===== src/rtl/wb_pkg.sv =====
// wb_pkg: shared writeback widths, defaults and request type
package wb_pkg;
    localparam int XLEN_DEF = 32;
    localparam int REG_AW = 5;
    localparam int LSU_DEPTH_DEF = 2;
    typedef struct packed {
        logic [REG_AW-1:0] rd;
        logic [XLEN_DEF-1:0] data;
    } wb_req_t;
endpackage


===== src/rtl/wb_fifo.sv =====
// wb_fifo: synchronous FIFO with wrapping pointers, push/pop/full/empty
module wb_fifo #(
    parameter int W = 8,
    parameter int DEPTH = 2
) (
    input logic clk,
    input logic rst,
    input logic push,
    input logic pop,
    input logic [W-1:0] wdata,
    output logic [W-1:0] rdata,
    output logic full,
    output logic empty
);
    localparam int AW = DEPTH > 1 ? $clog2(DEPTH) : 1;
    localparam int CW = $clog2(DEPTH + 1);
    logic [W-1:0] mem [DEPTH];
    logic [AW-1:0] wp, rp;
    logic [CW-1:0] cnt;
    logic do_push, do_pop;
    assign full = cnt == CW'(DEPTH);
    assign empty = cnt == '0;
    assign do_push = push && !full;
    assign do_pop = pop && !empty;
    assign rdata = mem[rp];
    always_ff @(posedge clk)
        if (do_push) mem[wp] <= wdata;
    always_ff @(posedge clk) begin
        if (rst) begin
            wp <= '0;
            rp <= '0;
            cnt <= '0;
        end else begin
            if (do_push) wp <= wp == AW'(DEPTH - 1) ? '0 : wp + AW'(1);
            if (do_pop) rp <= rp == AW'(DEPTH - 1) ? '0 : rp + AW'(1);
            cnt <= cnt + CW'(do_push) - CW'(do_pop);
        end
    end
endmodule


===== src/rtl/wb_unit.sv =====
// wb_unit: EXU/LSU writeback arbiter with load buffer and pending-load scoreboard
module wb_unit
    import wb_pkg::*;
#(
    parameter int XLEN = XLEN_DEF,
    parameter int LSU_DEPTH = LSU_DEPTH_DEF
) (
    input logic clk,
    input logic rst,
    input logic exu_valid,
    input logic [REG_AW-1:0] exu_rd,
    input logic [XLEN-1:0] exu_data,
    input logic lsu_valid,
    output logic lsu_ready,
    input logic [REG_AW-1:0] lsu_rd,
    input logic [XLEN-1:0] lsu_data,
    input logic issue_valid,
    input logic [REG_AW-1:0] issue_rd,
    output logic [REG_AW-1:0] rd,
    output logic [XLEN-1:0] in_data,
    output logic [31:0] busy
);
    typedef struct packed {
        logic [REG_AW-1:0] rd;
        logic [XLEN-1:0] data;
    } req_t;
    req_t exu_req, lsu_req, head, sel;
    logic full, empty, acc, push, pop, sel_lsu, sel_valid;
    logic [31:0] busy_next;
    assign exu_req = '{rd: exu_rd, data: exu_data};
    assign lsu_req = '{rd: lsu_rd, data: lsu_data};
    assign lsu_ready = !rst && !full;
    assign acc = lsu_valid && lsu_ready;
    // An accepted load bypasses the buffer only when nothing older is queued and EXU is idle
    always_comb begin
        pop = !exu_valid && !empty;
        push = acc && (exu_valid || !empty);
        sel_lsu = !exu_valid && (!empty || acc);
        sel_valid = exu_valid || sel_lsu;
        sel = exu_valid ? exu_req : (!empty ? head : lsu_req);
    end
    wb_fifo #(.W($bits(req_t)), .DEPTH(LSU_DEPTH)) u_fifo (
        .clk(clk),
        .rst(rst),
        .push(push),
        .pop(pop),
        .wdata(lsu_req),
        .rdata(head),
        .full(full),
        .empty(empty)
    );
    always_comb begin
        busy_next = busy;
        if (sel_lsu) busy_next[sel.rd] = 1'b0;
        if (issue_valid) busy_next[issue_rd] = 1'b1;
        busy_next[0] = 1'b0;
    end
    always_ff @(posedge clk) begin
        if (rst) begin
            rd <= '0;
            in_data <= '0;
            busy <= '0;
        end else begin
            rd <= sel_valid ? sel.rd : '0;
            if (sel_valid && sel.rd != '0) in_data <= sel.data;
            busy <= busy_next;
        end
    end
endmodule


===== config.mk =====
export PLATFORM = sky130hd
export DESIGN_NAME = wb_unit
export DESIGN_NICKNAME = d
export VERILOG_FILES = /design/src/rtl/wb_pkg.sv /design/src/rtl/wb_fifo.sv /design/src/rtl/wb_unit.sv
export SDC_FILE = /design/constraint.sdc
export NUM_CORES = 1
export LEC_CHECK = 0
export BUFFER_PORTS_ARGS = -buffer_cell sky130_fd_sc_hd__buf_2
export CAP_MARGIN = 0
export CORE_ASPECT_RATIO = 0.7
export CORE_MARGIN = 5
export CORE_UTILIZATION = 39
export CTS_CLUSTER_DIAMETER = 100
export CTS_CLUSTER_SIZE = 24
export DETAILED_ROUTE_END_ITERATION = 10
export PLACE_DENSITY = 0.7
export SLEW_MARGIN = 20
export SYNTH_ARGS = -nofsm -noshare
export SYNTH_HDL_FRONTEND = slang
export SYNTH_SLANG_ARGS = --single-unit

===== constraint.sdc =====
create_clock -name clk -period 3.4 [get_ports clk]
set_input_delay 0.34 -clock clk [delete_from_list [all_inputs] [get_ports clk]]
set_output_delay 0.34 -clock clk [all_outputs]
set_load 0.1 [all_outputs]

==> flow_summary_export.csv <==
group,metric,value,unit
cts,cts.clk_slew.worst_paths,0.06,ns
timing,worstMarginPinSlew,0.727,ns
finish,multi_input_area,2470,µm²
power,p_seq_share,36.0,%
setup_path,cp_max_fo,65,
timing,max-slew-margin-rel,51.5,%
placed_design,place_ws,0.832,ns
setup_path,worst_r2r_endpoint,"in_data[0]",
power,power_density,761,nW/µm²
finish,drive_gt1_share,33.9,%
power,power_frac_comb,35.4,%
detailed_routing,vias,4758,
cts,clk_latency,0.41,ns
timing,hold_viol,0,
setup_path,r2r_cells,5,
global_route,grt.total_usage,16.4,%
setup_path,crit_required,3.67,ns
global_route,grt_pass1_wl,25000,µm
synthesis,synth-seq-cells,147,
floorplan,die_y,118,µm
power,internal_power,0.00357,W
detailed_routing,drc,0,
synthesis,syn-mean-instance-area,11.7,µm²
setup_path,cp.arrival,2.69,ns
global_route,grt_pass1_vias,4651,
timing,setup_ws,0.983,ns
synthesis,syn-num-nets,643,
min_path,whs_path_depth,1,
power,totalPowerFinal,0.00606,W
setup_path,cp-start-kind,"flop",
setup_path,critical_path.top_delay_family,"compound AO/OA/AOI/OAI gates",
floorplan,rows,39,
global_route,grt_max_degree,66,
detailed_routing,first_iter_violations,327,
synthesis,yosysTopAreaCellShare,34.1,%
cts,cts_sinks,147,
synthesis,yosysUniqueCellTypes,42,
floorplan,pin_count,154,
min_path,min_from,"lsu_data[26]",
detailed_routing,postRouteAntennaNets,0,
placed_design,portBuffers,152,
placed_design,gp_congestion,0.771,
cts,cts_made_buffers,17,
synthesis,synth_edf_count,74,
global_route,grt.overflow.total,0,
timing,final.setup_skew,0.00667,ns
setup_path,crit_chain,"or2_2, buf_4, nor3_1, o21ba_4, o32ai_1",
setup_path,path_buf_inv,1,
timing,clock.fmax,414,MHz
min_path,min_to,"u_fifo.mem[1][26]",
power,switching_share,41.1,%
cts,cts.path.max_buffers,2,
finish,seq_area,3680,µm²
detailed_routing,wire_per_inst,17.0,µm
outcome,outcome,"finished, final reports clean",
detailed_routing,drtPass1Iterations,4,
min_path,hold_path.class,"in2reg",
synthesis,yosys_warnings,0,
flow_run,drv_cap,0,
cts,cts_tree,"built",
setup_path,ff2ff_setup_slack,0.98,ns
cts,cts_setup_buffers,0,
finish,synthToLayoutAreaGrowth,22.1,%
floorplan,die_x,165,µm
synthesis,async_flop_share,0,%
finish,fin_nets,782,
timing,slew_viol_final,0,
timing,rsz0062_at_grt,"no",
cts,htree_levels,4,
synthesis,yosysTopAreaCell,"edfxtp_1",
floorplan,die_area,19500,µm²
synthesis,yosysSeqAreaShare,56.5,%
timing,min_period,2.42,ns
setup_path,reg2reg_from,"u_fifo.cnt[1]",
timing,final-setup-viol-count,0,
timing,period_share,71.1,%
synthesis,synthCells,557,
cts,root_buffer,"clkbuf_16",
synthesis,synthTopCellsByCount,"edfxtp_1 (74), dfxtp_1 (73), o21ai_0 (62)",
setup_path,cp-end-kind,"flop",
finish,fill_cells,1497,
setup_path,cpPeakStageDelay,0.71,ns
power,power_switching,0.00249,W
synthesis,yosysMostFrequentCell,"edfxtp_1",
power,clockPowerShare,28.6,%
floorplan,start_util,39.9,%
setup_path,worstSetupPathType,"reg2reg",
synthesis,synth_area_leaders,"edfxtp_1 (34%), dfxtp_1 (22%), o32ai_2 (6.7%)",
global_route,antenna_found_initial,1,
power,worst_ir_drop_vdd,0.000380,V
detailed_routing,routed_via_density,5.09,
synthesis,ys.flop_type,"edfxtp_1",
floorplan,core,16300,µm²
power,p_leak,3.00,nW
timing,setup_tns,0,ns
cts,cts_hold_buf,0,
placed_design,dp_hpwl,10800,µm
detailed_routing,routed_wl,15900,µm
setup_path,cpMaxStageDelayCell,"o21ba_4",
cts,cts-resized-gates,0,
synthesis,synth_area,6520,µm²
power groups by stage:
stage / Sequential [W] / Clock [W] / Combinational, W
5_1_grt: 0.00220 / 0.00184 / 0.00230
2_1_floorplan: 0.00286 / 0 / 0.00116
3_5_place_dp: 0.00222 / 0 / 0.00215
3_3_place_gp: 0.00222 / 0 / 0.00213
4_1_cts: 0.00218 / 0.00176 / 0.00216
6_report: 0.00218 / 0.00173 / 0.00214
final cells by class:
class | instances | share of cell area (%)
Inverter | 39 | 1.84
Timing Repair Buffer | 160 | 10.5
Antenna cell | 1 | 0.0314
Multi-Input combinational cell | 331 | 31.0
Clock buffer | 17 | 5.34
Tap cell | 225 | 3.54
Sequential cell | 147 | 46.3
Clock inverter | 15 | 1.52
layout by cell type (no fill, tap or decap), types with 2 or more instances in the layout:
cell / count
o32ai_2: 27
inv_6: 7
a221oi_1: 5
ha_1: 2
nor2_1: 44
or3_1: 2
nor4_1: 5
nand3_1: 12
o32ai_4: 3
o21ba_4: 2
o32ai_1: 2
nor2b_1: 32
mux2i_1: 37
buf_2: 152
nand3b_1: 3
inv_1: 39
a21oi_1: 33
dfxtp_1: 72
nand2b_1: 2
or2_2: 2
nand2_1: 2
o21ai_0: 62
clkbuf_16: 17
a221o_2: 4
buf_4: 7
edfxtp_1: 74
xnor2_1: 3
or3b_2: 3
clkinv_2: 2
clkinvlp_4: 4
a211oi_1: 32
layer usage:
metal	vias to the layer above	global-route usage (%)	part of all wire, %
met2	142	25.4	47
met5	-	0	0
met3	12	4.87	6.4
li1	2341	-	-
met1	2263	22.3	45
met4	0	4.94	1.3
worst register-to-register path, delay by kind of cell (launching register included):
| family | cells | cell delay (ns) |
|---|---|---|
| AOI/OAI and AO/OA | 2 | 0.91 |
| and+or+nand+nor | 2 | 0.31 |
| DFF | 1 | 0.55 |
| buffers and inverters | 1 | 0.51 |
kinds of logic after synthesis:
logic type,share of synthesized area [%]
AOI/OAI and AO/OA,21.8
and+or+nand+nor,9.21
xor gates and xnor gates,0.537
other,0.0575
adders and majority gates,0.384
muxes,5.68
DFF,56.5
buffers and inverters,5.89
flip-flops by register name, summed over array words and instances (netlist names), named ones only:
register and cells:
u_fifo.rp 1, u_fifo.cnt 2, u_fifo.wp 1, in_data 32, busy 31, u_fifo.mem 74
rd 5
worst max-delay path by stage:
stage / slack, ns / start / cells after the start / to
floorplan: 0.25 / u_fifo.cnt[0] / 5 / u_fifo.mem[0][0]
global placement: 0.88 / exu_valid / 6 / in_data[31]
detailed placement: 0.83 / exu_valid / 6 / in_data[1]
CTS: 0.96 / u_fifo.cnt[1] / 5 / in_data[1]
global route: 0.79 / u_fifo.cnt[1] / 5 / in_data[0]
finish: 0.98 / u_fifo.cnt[1] / 5 / in_data[0]
through the flow:
step / instance area (µm²) / util [%] / instances / hold WS (ns)
after floorplan: 6530 / - / 557 / 0.439
after global placement: 7410 / 45.4 / 902 / 0.468
after detailed placement: 7410 / 45.4 / 902 / 0.478
after CTS: 7960 / 48.7 / 934 / 0.113
after global routing: 7960 / 48.7 / 935 / 0.114
final: 7960 / 48.7 / 935 / 0.129
(Power assumes the default switching activity.)
